`src/rtl/uart_txser.sv`:
```
// Transmit half of the UART: BUFSZ-deep byte FIFO feeding an 8N1 serialiser.
// The bit period is sampled from clockcyclesperbit_i at each frame load.
module uart_txser #(
  parameter int unsigned BUFSZ                  = 2,
  parameter int unsigned CLOCKCYCLESPERBITLIMIT = 1 << 30,
  localparam int unsigned CLOG2BUFSZ            = $clog2(BUFSZ),
  localparam int unsigned CPBW                  = $clog2(CLOCKCYCLESPERBITLIMIT)
) (
  input  logic                  clk_i,
  input  logic                  rst_i,
  input  logic [CPBW-1:0]       clockcyclesperbit_i,
  input  logic                  push_i,
  input  logic [7:0]            data_i,
  output logic                  full_o,
  output logic [CLOG2BUFSZ:0]   usage_o,
  output logic                  busy_o,
  output logic                  tx_o
);

  localparam logic [CLOG2BUFSZ:0] FULL_CNT = (CLOG2BUFSZ + 1)'(BUFSZ);
  localparam logic [CLOG2BUFSZ:0] PTR_ONE  = (CLOG2BUFSZ + 1)'(1);
  localparam logic [CPBW-1:0]     CYC_ONE  = CPBW'(1);

  typedef enum logic [1:0] {
    IDLE,
    START,
    DATA,
    STOP
  } state_t;

  state_t              state;
  logic [7:0]          mem [BUFSZ];
  logic [CLOG2BUFSZ:0] wptr;
  logic [CLOG2BUFSZ:0] rptr;
  logic [CLOG2BUFSZ:0] usage;
  logic [7:0]          shift;
  logic [2:0]          bitcnt;
  logic [CPBW-1:0]     period;
  logic [CPBW-1:0]     cyccnt;
  logic [CPBW-1:0]     period_nxt;
  logic                empty;
  logic                do_push;
  logic                do_pop;
  logic                bit_done;

  assign usage      = wptr - rptr;
  assign usage_o    = usage;
  assign full_o     = (usage == FULL_CNT);
  assign empty      = (usage == '0);
  assign do_push    = push_i && !full_o;
  assign bit_done   = (cyccnt == '0);
  assign period_nxt = (clockcyclesperbit_i == '0) ? CYC_ONE : clockcyclesperbit_i;

  // A frame load happens from IDLE or at the final cycle of a stop bit.
  assign do_pop = !empty && ((state == IDLE) || ((state == STOP) && bit_done));

  always_ff @(posedge clk_i) begin
    if (do_push) begin
      mem[wptr[CLOG2BUFSZ-1:0]] <= data_i;
    end
  end

  always_ff @(posedge clk_i or negedge rst_i) begin
    if (!rst_i) begin
      wptr <= '0;
    end else if (do_push) begin
      wptr <= wptr + PTR_ONE;
    end
  end

  // Frame load is hoisted ahead of the state case; it covers both IDLE and end-of-STOP.
  always_ff @(posedge clk_i or negedge rst_i) begin
    if (!rst_i) begin
      state  <= IDLE;
      rptr   <= '0;
      shift  <= '0;
      bitcnt <= '0;
      period <= CYC_ONE;
      cyccnt <= '0;
      tx_o   <= 1'b1;
      busy_o <= 1'b0;
    end else if (do_pop) begin
      rptr   <= rptr + PTR_ONE;
      shift  <= mem[rptr[CLOG2BUFSZ-1:0]];
      period <= period_nxt;
      cyccnt <= period_nxt - CYC_ONE;
      state  <= START;
      tx_o   <= 1'b0;
      busy_o <= 1'b1;
    end else begin
      case (state)
        IDLE: begin
          tx_o   <= 1'b1;
          busy_o <= 1'b0;
        end
        START: begin
          if (bit_done) begin
            state  <= DATA;
            tx_o   <= shift[0];
            bitcnt <= '1;
            cyccnt <= period - CYC_ONE;
          end else begin
            cyccnt <= cyccnt - CYC_ONE;
          end
        end
        DATA: begin
          if (bit_done) begin
            cyccnt <= period - CYC_ONE;
            if (bitcnt == '0) begin
              state <= STOP;
              tx_o  <= 1'b1;
            end else begin
              shift  <= shift >> 1;
              tx_o   <= shift[1];
              bitcnt <= bitcnt - 3'd1;
            end
          end else begin
            cyccnt <= cyccnt - CYC_ONE;
          end
        end
        STOP: begin
          if (bit_done) begin
            state  <= IDLE;
            tx_o   <= 1'b1;
            busy_o <= 1'b0;
          end else begin
            cyccnt <= cyccnt - CYC_ONE;
          end
        end
        default: begin
          state  <= IDLE;
          tx_o   <= 1'b1;
          busy_o <= 1'b0;
        end
      endcase
    end
  end

endmodule

```
`config.mk`:
```
export PLATFORM = sky130hd
export DESIGN_NAME = uart_txser
export DESIGN_NICKNAME = d
export VERILOG_FILES = /design/src/rtl/uart_txser.sv
export SDC_FILE = /design/constraint.sdc
export NUM_CORES = 1
export LEC_CHECK = 0
export ABC_AREA = 1
export BUFFER_PORTS_ARGS = -buffer_cell sky130_fd_sc_hd__buf_4
export CAP_MARGIN = 20
export CORE_MARGIN = 2
export CORE_UTILIZATION = 25
export CTS_CLUSTER_SIZE = 20
export DETAILED_ROUTE_END_ITERATION = 12
export HOLD_SLACK_MARGIN = 0.03
export SYNTH_ARGS = -nofsm -noshare
export SYNTH_HDL_FRONTEND = slang
export SYNTH_SLANG_ARGS = --single-unit
```
`constraint.sdc`:
```
create_clock -name clk_i -period 1.7 [get_ports clk_i]
set_input_delay 0.17 -clock clk_i [delete_from_list [all_inputs] [get_ports clk_i]]
set_output_delay 0.17 -clock clk_i [all_outputs]
set_load 0.01 [all_outputs]
```
### After elaboration in Yosys (flattened, before gate mapping)

Memory sizes are Yosys's and may differ from the RTL's.
Cells that the tools add are included.

* add/sub/neg operators: 7
* eq/ne operators: 13
* mux-type cells: 30
* bitwise gates (word level): 1
* reduce and logical (&&, ||, !) cells: 24

Operators by type and width (number)
* 2-to-1 mux 30 bit: 4
* subtractor 30 x 1 -> 30 bit (second input constant): 3
* zero test 30 bit: 2
* one-hot mux 30 bit (2 select lines): 1
* 2-to-1 mux 8 bit: 4
* != test 3 bit (second input constant): 5
* 2-to-1 mux 2 bit: 5
* AND reduction 5 bit: 2
* 2-to-1 mux 1 bit: 9
* 2-to-1 mux 3 bit: 3
* != test 2 bit (second input constant): 4
* equality test 2 bit (second input constant): 3
* one-hot mux 2 bit (3 select lines): 1
* one-hot mux 3 bit (2 select lines): 1
* AND reduction 3 bit: 2
* nonzero test 2 bit: 3
* nonzero test 3 bit: 2
* adder 2 x 1 -> 2 bit (second input constant): 2
* zero test 2 bit: 2
* one-hot mux 1 bit (4 select lines): 1
* AND reduction 2 bit: 2
* nonzero test 4 bit: 1
* logical AND 1 bit: 3
* zero test 3 bit: 1
* other kinds (8): 9

* bits in registers: 79
* memory bits (writable): 16
* input bits: 41
* output and inout port bits: 5
* logic and storage cells: 85
* memories kept: 1

Memories
* mem: words 2, bits a word 8, read ports 1, clocked after Yosys merged registers in 0, wr ports 1, RTL line 32 `logic [7:0] mem [BUFSZ];`

### Logic depth before layout (Yosys ltp)

Gate-level depths: netlist (run 1).

* depth in word-level cells: 6
* mapped depth: 20
* depth with buffers taken out: 19

### Worst setup path before layout (run 1)

Ideal clock, no wire load.

* path kind: input port to flip-flop
* start: input port clockcyclesperbit_i[17]
* end: register cyccnt[20]
* setup time: 0.065 ns
* data arrival time: 2.167 ns
* data required time: 1.635 ns
* path slack: -0.532 ns
* cell stages on the path: 20
* path buffers: 1
* cells stage by stage: nor2_1 -> nand2_1 -> nor2_1 -> nand2_1 -> nor2_1 -> nor2_1 -> buf_4 -> ha_1 -> nand2_1 -> nor2_1 -> nand2_1 -> inv_2 -> nand2_1 -> nor2_2 -> inv_1 -> o21ai_0 -> nand3_1 -> nand2_1 -> nand2_1 -> nand2_1

* longest elaborated chain between the ends: 4

RTL lines
* from (decl): RTL line 11 `input logic [CPBW-1:0] clockcyclesperbit_i,`
* zero test 30 bit: RTL line 52 `assign period_nxt = (clockcyclesperbit_i == '0) ? CYC_ONE : clockcyclesperbit_i;`
* 2-to-1 mux 30 bit *: RTL line 52
* subtractor 30 x 1 -> 30 bit *: RTL line 86 `cyccnt <= period_nxt - CYC_ONE;`
* 2-to-1 mux 30 bit *: RTL line 82 `end else if (do_pop) begin`
* to (signal assigned): RTL line 86
* to (signal assigned): RTL line 101 `cyccnt <= period - CYC_ONE;`
* to (signal assigned): RTL line 103 `cyccnt <= cyccnt - CYC_ONE;`
* to (decl): RTL line 39 `logic [CPBW-1:0] cyccnt;`

Mark *: on every way between the ends. The rest lies on a longest branch, timed or not.
A chain may end at the register's enable or synchronous reset.

### Final worst setup path (run 1)

* start: register cyccnt[20]
* end: register cyccnt[19]

* longest elaborated chain between the ends: 6
* elaborated cells on any way between the ends: 10
* classes of those cells: eq/ne: 1; mux: 3; reduce/logical: 6

RTL lines
* zero test 30 bit *: RTL line 51 `assign bit_done = (cyccnt == '0);`
* logical AND 1 bit: RTL line 55 `assign do_pop = !empty && ((state == IDLE) || ((state == STOP) && bit_done));`
* logical OR 1 bit: RTL line 55
* logical AND 1 bit: RTL line 55
* != test 3 bit (no line) or nonzero test 3 bit (tied branches)
* AND reduction 2 bit (no line)

Marked as above.

==> out/summary.txt, run 1 <==
data arrival time of the worst path - 2400 ps
post-route cell area - 11,500 µm²
Post-Syn Area - 7080 µm²
Final TNS setup - -23,530 ps
placer congestion estimate - 0.930
Distinct cells, synth - 41
Die Span Y - 172 µm
CTS tree - built
# port buffers - 45
ratio of cells with drive above 1 in the final layout - 39.2%
DRT met1 WL - 12.0 mm
DRT antenna net count - 0
post-synthesis compound-gate area fraction - 8.50%
DIE AREA - 29,700 µm²
total CTS buffers - 9
relative max-transition margin - 68.5%
Total Routing Usage GR - 18.0%
startpoint types - flop
simple-gate share of the synthesized area - 41.9%
Psw - 2.82 mW
status - finished, violations left
unrepaired setup endpoints after global routing - true
Tightest Pin Transition - 472 ps
WHS - 147 ps
power per cell area - 702 nW/µm²
Mapped Nets - 1,117
maximum VDD drop - 0.000637 V
routed len/inst - 15.2 µm
CP Cell Sequence - nor2_2 > nand2_2 > buf_4 > nor2_4 > nand4_4 > a21oi_4 > buf_12 > buf_4 > nand2_1 > a21oi_1
final core area utilization - 41.2%
DR iter-0 viols - 550
top cell type's share of synthesized area - 27.2%
via/cell ratio - 4.58
Int Power - 5.23 mW
initial core utilization - 25.4%
XOR/XNOR Fraction of Synth Area - 4.70%
async set or reset register ratio after synthesis - 83.2%
number of global-route vias before repair - 7,839
Final min period - 2130 ps
Yosys warnings - 0
worst clock skew - 9.55 ps
Layout area overhead - 61.9%
sequential share of power - 35.7%
Crit path largest cell delay - 440 ps
vias - 8,195
# DRC - 0
post-synth top area cell - dfrtp_1
Critical Path Fanout Max - 17
combinational share of power - 39.0%
Data required, critical path - 1970 ps
total of flip-flops plus latches after synthesis - 95
Post-Syn Area per Cell - 6.66 µm²
largest net degree at the start of global routing - 80
highest routed layer - met4
met3 wire length - 1.05 mm
IO Count - 46
final layout net count - 1,460
# Max-Cap Violations - 0
Crit path top cell by count - buf_4
clock share of power - 25.3%
main combinational cell family by area after synthesis - simple AND/OR/NAND/NOR gates
floorplan row count - 61
CP delay by family, top - simple AND/OR/NAND/NOR gates
Seq/Total Area, Yosys - 34.7%
Sw Share - 35.1%
grt ovf - 0
Finished Layout Cells - 1,790
Hold Fails Final Rpt - 0
Placed Area - 10,100 µm²
worst r2r path cells - 10
Tcrit/Tclk final - 125%
post-synthesis adder-cell area fraction - 2.12%
DP HPWL - 20.7 mm
CTS max path bufs - 2
CTS Root Cell - clkbuf_16
dpl cells - 1,739
Crit path depth - 10
number of diodes - 0
ranking of synthesized cells by area - dfrtp_1, nand2_1, nor2_1
Filler Cell Count - 2,817
clk sink count - 95
multi-input logic area - 4740 µm²
multiplexer area fraction after synthesis - 0%
Mapped Cells - 1,064
Die W - 172 µm
worst setup path category - reg2reg
worst hold stages - 3
core area - 27,900 µm²
WP buf/inv - 3
Post-synth EDFFs - 16
final setup fails - 78
ys flop type - dfrtp_1
Pleak - 5.41 nW
Tot Pwr - 8.05 mW
Clock Latency Late Sink - 350 ps
H-tree levels - 3
met2 WL post-DR - 13.0 mm
Hold WC Path Type - in2reg
Reg area - 2460 µm²
Final WS setup - -429 ps
Final Max Slew Viols - 0
failing checks - setup timing
critical path capture point type - flop
initial antenna violation count - 0
Achievable Freq - 470 MHz
DRT Pass-1 Iters - 6
Setup Slack @ Placement - -513 ps
Clock transition at path regs - 70 ps
CP max-delay cell - dfrtp_1
first-pass GRT wire length - 41.1 mm
drt total wl - 27.1 mm
==> cells by family after synthesis <==
| group | Yosys count |
|---|---|
| buf+inv | 134 |
| fa+ha+maj | 12 |
| compound gates | 103 |
| simple gates | 682 |
| flops | 95 |
| xor+xnor | 38 |
==> state kept, by name (all words and copies together), names as in the netlist <==
signal	flops
tx_o	1
state	2
mem	16
rptr	2
shift	8
busy_o	1
cyccnt	30
period	30
bitcnt	3
wptr	2
==> tightest hold or removal path, cell delays in order <==
cell	delay (ps)
buf_4	80
inv_1	70
o21ai_1	130
==> power groups by stage <==
stage	clock, mW	sequential (mW)	combinational (mW)
detailed placement	0	2.87	2.71
global placement	0	2.86	2.67
global route	2.16	2.90	3.43
finish	2.04	2.87	3.14
floorplan	0	2.90	1.19
CTS	2.07	2.84	2.90
==> synthesized netlist by cell type (2+ instances only) <==
cell type,number
nand3_1,99
or2_2,13
buf_2,9
o211ai_1,20
nand3b_1,6
nor2_2,13
o21ai_1,22
xnor2_1,12
nand2_2,3
inv_1,107
buf_4,7
nor2_4,6
xor2_1,26
edfxtp_1,16
ha_1,12
nor3_1,8
dfstp_2,2
nand4_1,24
inv_2,4
buf_6,4
nor2_1,176
o21ai_0,43
a21oi_1,11
nand3_2,4
nand2_1,324
clkbuf_1,2
dfrtp_1,77
==> final cells by class <==
class                           instances  share of cell area [%]
Multi-Input combinational cell        835                    41.4
Timing Repair Buffer                  354                    26.8
Sequential cell                        95                    21.5
Tap cell                              378                    4.13
Inverter                              112                    3.73
Clock buffer                            9                    1.96
Clock inverter                          7                   0.578
==> per-layer routing <==
layer	up-vias	track usage, %
li1	4102	-
met5	-	0
met2	216	30.5
met3	65	1.53
met1	3812	23.8
met4	0	6.65
==> what timing repair did <==
action	4_1_cts	5_1_grt
hold endpoints to repair	93	0
setup buffers	4	17
resized for setup	45	134
hold buffers	9	0
endpoints found under the setup margin	95	95
cloned	2	5
pin swaps	5	24
==> final timing paths <==
| kind | from | end | slack (ps) |
|---|---|---|---|
| max | cyccnt[20] | cyccnt[19] | -430 |
| min | clockcyclesperbit_i[12] | period[12] | 150 |
| max reg2reg | cyccnt[20] | cyccnt[19] | -430 |
| min reg2reg | bitcnt[1] | bitcnt[1] | 470 |
| max in group asynchronous | rst_i | period[29] | 950 |
| min in group asynchronous | rst_i | bitcnt[0] | 360 |
==> layout by cell type (no fill, tap or decap), types with 12 or more instances in the layout <==
cell type / synthesis / routed
nand4_1: 24 / 24
inv_1: 107 / 96
nand2_4: 1 / 13
o21ai_0: 43 / 25
o21ai_1: 22 / 31
inv_2: 4 / 14
dfrtp_1: 77 / 77
xnor2_1: 12 / 12
nor2_1: 176 / 143
nor2_2: 13 / 22
nand3_1: 99 / 81
or2_2: 13 / 12
xor2_1: 26 / 25
nand2_1: 324 / 272
nor2_4: 6 / 30
o211ai_1: 20 / 20
edfxtp_1: 16 / 16
nand2_2: 3 / 41
clkbuf_16: 0 / 14
nand3_2: 4 / 20
buf_6: 4 / 12
buf_4: 7 / 306
(Power assumes the default switching activity.)
==> run 2, diff against run 1 <==
BUFFER_PORTS_ARGS = unset   (was -buffer_cell sky130_fd_sc_hd__buf_4)
DONT_BUFFER_PORTS = 1   (was unset)
==> run 2 against run 1 <==
Against the previous run: the flow finishes with violations (hold timing, setup timing); wire length down 6.8%; combinational power decreased by 16%; count of clock-buffer cells in the layout is the same; hold slack got worse by 650 ps; clock skew is 1.6 ps higher; die area unchanged; flip-flop and latch count did not move; non-clock buffer count is 74 lower; worst setup slack improved by 70 ps; clock power grew 9.8%.
==> out/summary.txt, run 2 (synthesis results as in run 1) <==
IO Count - 46 (unchanged)
vias - 7,753 (-5.4%)
Hold Fails Final Rpt - 79 (+79)
CTS Hold Buffers Added - 30 (+21)
worst setup path category - reg2reg
DIE AREA - 29,700 µm² (unchanged)
first-pass GRT wire length - 40.7 mm (-0.81%)
Clock Latency Late Sink - 360 ps (about the same)
Final TNS setup - -17,410 ps (+6120 ps)
Data required, critical path - 1950 ps (-20 ps)
drt total wl - 25.3 mm (-6.8%)
number of diodes - 0 (unchanged)
initial core utilization - 25.4% (unchanged)
failing checks - hold timing, setup timing
startpoint types - flop
initial antenna violation count - 0 (unchanged)
routed len/inst - 14.7 µm (-2.8%)
Die Span Y - 172 µm (unchanged)
final layout net count - 1,386 (-5.1%)
H-tree levels - 3 (unchanged)
grt ovf - 0 (unchanged)
most common cell after layout, fill and taps aside - nand2_1
Layout area overhead - 47.5%
DP HPWL - 20.4 mm (-1.4%)
final setup fails - 76 (-2.6%)
largest net degree at the start of global routing - 80 (unchanged)
relative max-transition margin - 67.9% (-0.67 points)
CP max-delay cell - dfrtp_1
Tcrit/Tclk final - 121% (-4.1 points)
unrepaired setup endpoints after global routing - true
power per cell area - 742 nW/µm² (+5.6%)
Clock transition at path regs - 80 ps (about the same)
Total Routing Usage GR - 17.8% (-0.20 points)
DRT antenna net count - 0 (unchanged)
WHS - -504 ps (-651 ps)
Filler Cell Count - 2,902 (+3.0%)
total CTS buffers - 9 (unchanged)
data arrival time of the worst path - 2310 ps (-90 ps)
core area - 27,900 µm² (unchanged)
# DRC - 0 (unchanged)
leading cell types in the layout, fill and taps excluded - nand2_1, buf_4, nor2_1
ratio of cells with drive above 1 in the final layout - 29.7% (-9.5 points)
DRT Pass-1 Iters - 5 (-1)
number of global-route vias before repair - 7,706 (-1.7%)
CTS Root Cell - clkbuf_16
worst clock skew - 11.2 ps (+1.62 ps)
Tightest Pin Transition - 480 ps (+8.26 ps)
floorplan row count - 61 (unchanged)
status - finished, violations left
placer congestion estimate - 0.980 (+5.4%)
DR iter-0 viols - 534 (-2.9%)
critical path capture point type - flop
Hold WC Path Type - in2async
via/cell ratio - 4.52 (-1.3%)
Critical Path Fanout Max - 22 (+5)
Final min period - 2060 ps (-70.2 ps)
CTS tree - built
clk sink count - 95 (unchanged)
# port buffers - 0 (-100%)
Pleak - 4.86 nW (-10%)
Final WS setup - -358 ps (+70.2 ps)
# Max-Cap Violations - 0 (unchanged)
maximum VDD drop - 0.000483 V (-24%)
CP Cell Sequence - inv_2 > ha_4 > nand4_1 > nor2_4 > nand4_4 > a21oi_4 > buf_12 > o21ai_1 > a21oi_1 > buf_4 > nor2_1
Die W - 172 µm (unchanged)
Final Max Slew Viols - 0 (unchanged)
Crit path largest cell delay - 400 ps (-40 ps)
CTS max path bufs - 2 (unchanged)
Setup Slack @ Placement - -496 ps (+17.4 ps)
Achievable Freq - 486 MHz (+3.4%)
-- run 2: per-layer routing --
| layer | wire (µm) | part of all wire (%) | GRT usage [%] |
|---|---|---|---|
| met1 | 11200 | 44 | 22.5 |
| met2 | 12400 | 49 | 31.5 |
| met3 | 1020 | 4.0 | 1.88 |
| met4 | 644 | 2.5 | 6.03 |
| met5 | 0 | 0 | 0 |
-- run 2: timing repair --
item	CTS	global route
setup endpoints to repair	94	95
endpoints found under the hold margin	118	79
gates resized for setup	41	29
setup buffers	5	4
pin swaps	5	6
-- run 2: metrics by stage --
| stage | instance area (µm²) | total power, mW | utilization [%] | instances |
|---|---|---|---|---|
| after floorplan | 7340 | 4.09 | - | 1064 |
| after global placement | 9500 | 5.14 | 34.1 | 1661 |
| after detailed placement | 9500 | 5.19 | 34.1 | 1661 |
| after CTS | 10300 | 7.54 | 37.0 | 1712 |
| after global routing | 10400 | 8.17 | 37.5 | 1716 |
| final | 10400 | 7.75 | 37.5 | 1716 |
-- run 2: path summary, 6_finish.rpt --
check	start	to	slack, ps	cells past startpoint
setup / recovery	cyccnt[0]	cyccnt[9]	-360	11
min in group clk_i	clockcyclesperbit_i[14]	period[14]	30	2
setup reg to reg	cyccnt[0]	cyccnt[9]	-360	11
hold reg to reg	bitcnt[0]	bitcnt[0]	490	2
hold / removal	rst_i	state[0]	-500	0
max in group asynchronous	rst_i	period[0]	1980	0
-- run 2: final cells by class --
| cell class | instances | area, µm² | area share (%) |
|---|---|---|---|
| clock inverter | 7 | 103 | 0.982 |
| tap | 378 | 473 | 4.53 |
| inverter | 112 | 430 | 4.12 |
| clock buffer | 9 | 225 | 2.16 |
| sequential | 95 | 2460 | 23.5 |
| multi-input combinational | 835 | 4430 | 42.4 |
| timing repair buffer | 280 | 2330 | 22.3 |
-- run 2: power breakdown --
part	switching (mW)	internal, mW
clock	1.05	1.19
sequential	0.215	2.64
combinational	1.36	1.29
total	2.62	5.13
-- run 2: worst max-delay path: cells and delay by family (launching register included) --
family / cells / cell delay, ps
flops: 1 / 400
simple gates: 4 / 500
fa+ha+maj: 1 / 150
compound gates: 3 / 450
buf+inv: 3 / 420
==> run 3, diff against run 2 <==
==> constraint.sdc (replaced) <==
create_clock -name clk_i -period 1.7 [get_ports clk_i]
set_input_delay 0.085 -clock clk_i [delete_from_list [all_inputs] [get_ports clk_i]]
set_output_delay 0.085 -clock clk_i [all_outputs]
set_load 0.01 [all_outputs]
==> run 3 against run 2 <==
Against the previous run: the flow still finishes with violations (hold timing, setup timing); clock power decreased by 7%; global-route usage fell by 0.15 points; critical path depth up 1; power fell by 0.69%; design area grew 5.0%; register-to-register slack got worse by 20 ps; utilization grew 1.9 points; die area did not move; critical path type unchanged; critical endpoint is now cyccnt[18]; largest cell class unchanged; largest power group unchanged.
==> out/summary.txt, run 3 (synthesis results as in run 1) <==
status - finished, violations left
failing checks - hold timing, setup timing
Total Routing Usage GR - 17.6% (-0.15 points)
IO Count - 46 (unchanged)
ratio of cells with drive above 1 in the final layout - 33.8% (+4.1 points)
initial antenna violation count - 0 (unchanged)
grt ovf - 0 (unchanged)
first-pass GRT wire length - 40.2 mm (-1.3%)
DIE AREA - 29,700 µm² (unchanged)
CTS max path bufs - 2 (unchanged)
Tcrit/Tclk final - 122% (+1.3 points)
Finished Layout Cells - 1,727 (+0.64%)
post-route cell area - 11,000 µm² (+5.0%)
power per cell area - 702 nW/µm² (-5.4%)
DRT Pass-1 Iters - 5 (unchanged)
placer congestion estimate - 0.970 (-0.98%)
number of diodes - 0 (unchanged)
vias - 7,953 (+2.6%)
DRT antenna net count - 0 (unchanged)
worst setup path category - reg2reg
CTS Hold Buffers Added - 37 (+23%)
critical path capture point type - flop
routed len/inst - 15.3 µm (+4.1%)
Hold WC Path Type - in2async
Die Span Y - 172 µm (unchanged)
worst clock skew - 16.1 ps (+4.92 ps)
FF-to-FF Start - cyccnt[0]
Data required, critical path - 2000 ps (+50 ps)
floorplan row count - 61 (unchanged)
relative max-transition margin - 61.6% (-6.3 points)
drt total wl - 26.5 mm (+4.8%)
H-tree levels - 3 (unchanged)
Die W - 172 µm (unchanged)
# port buffers - 0 (unchanged)
core area - 27,900 µm² (unchanged)
data arrival time of the worst path - 2380 ps (+70 ps)
WHS - -588 ps (-84.0 ps)
Setup Slack @ Placement - -354 ps (+142 ps)
startpoint types - flop
Achievable Freq - 481 MHz (-1.1%)
Pleak - 5.04 nW (+3.6%)
CTS Root Cell - clkbuf_16
Final min period - 2080 ps (+22.0 ps)
clk sink count - 95 (unchanged)
Clock transition at path regs - 80 ps (about the same)
unrepaired setup endpoints after global routing - true
# Max-Cap Violations - 0 (unchanged)
dpl cells - 1,644 (-1.0%)
total CTS buffers - 9 (unchanged)
r2r endpoint - cyccnt[18]
maximum VDD drop - 0.000549 V (+13%)
Clock Latency Late Sink - 370 ps (about the same)
Final WS setup - -380 ps (-22.0 ps)
most common cell after layout, fill and taps aside - nand2_1
Tightest Pin Transition - 571 ps (+90.8 ps)
Critical Path Fanout Max - 7 (-68%)
Final Max Slew Viols - 0 (unchanged)
# DRC - 0 (unchanged)
CTS tree - built
final layout net count - 1,397 (+0.79%)
DR iter-0 viols - 556 (+4.1%)
reg-to-reg slack, setup - -380 ps (-20 ps)
leading cell types in the layout, fill and taps excluded - nand2_1, buf_4, nor2_1
number of global-route vias before repair - 7,737 (+0.40%)
final setup fails - 77 (+1.3%)
Layout area overhead - 54.8%
via/cell ratio - 4.61 (+1.9%)
Hold Fails Final Rpt - 79 (unchanged)
worst r2r path cells - 12 (+1)
final core area utilization - 39.4% (+1.9 points)
DP HPWL - 19.6 mm (-4.2%)
Placed Area - 9400 µm² (-1.1%)
initial core utilization - 25.4% (unchanged)
largest net degree at the start of global routing - 80 (unchanged)
## run 3: how the worst max path moves through the flow
stage / endpoint / startpoint
after detailed placement: cyccnt[26] / clockcyclesperbit_i[29]
after CTS: cyccnt[11] / cyccnt[0]
after floorplan: cyccnt[24] / clockcyclesperbit_i[17]
after global routing: cyccnt[29] / cyccnt[0]
final: cyccnt[18] / cyccnt[0]
after global placement: cyccnt[26] / clockcyclesperbit_i[29]
## run 3: timing repair
action | in CTS | in global routing
pin swaps | 13 | 28
gates cloned | 3 | 6
endpoints found under the hold margin | 137 | 79
buffers inserted | 11 | 12
endpoints found under the setup margin | 94 | 93
gates resized for setup | 52 | 105
## run 3: final cells by class
type	count	area (µm²)
clock buffer	9	225
clock inverter	7	70.1
fill	2814	16900
inverter	112	430
multi-input combinational	836	4730
sequential	95	2460
tap	378	473
timing repair buffer	289	2570
timing repair inverter	1	6.26
## run 3: report_power, final
group          internal [mW]  switching (mW)
sequential              2.64           0.211
combinational           1.36            1.40
clock                   1.04            1.05
## run 3: per-layer routing
layer / vias up / GRT usage [%] / wire length, µm
met1: 3688 / 22.2 / 11200
met4: 0 / 6.98 / 861
met5: - / 0 / 0
met2: 217 / 30.6 / 13200
li1: 4001 / - / -
met3: 47 / 2.17 / 1220
## run 3: metrics by stage
step	TNS [ps]	power [mW]	hold slack (ps)
after floorplan	-2310	4.13	-211
after global placement	-14930	5.22	-209
after detailed placement	-16910	5.26	-210
after CTS	-14990	7.50	-599
after global routing	-26730	8.11	-601
final	-20340	7.70	-588
## run 3: critical path, cell delays in order (launching register included)
cell	delay (ps)
dfrtp_1	400
inv_2	90
ha_4	150
nand4_1	140
nor2_4	220
nand4_4	150
a21oi_4	200
buf_6	150
buf_12	140
nand3_1	140
nand2_1	120
nand2_1	50
nand2_1	60
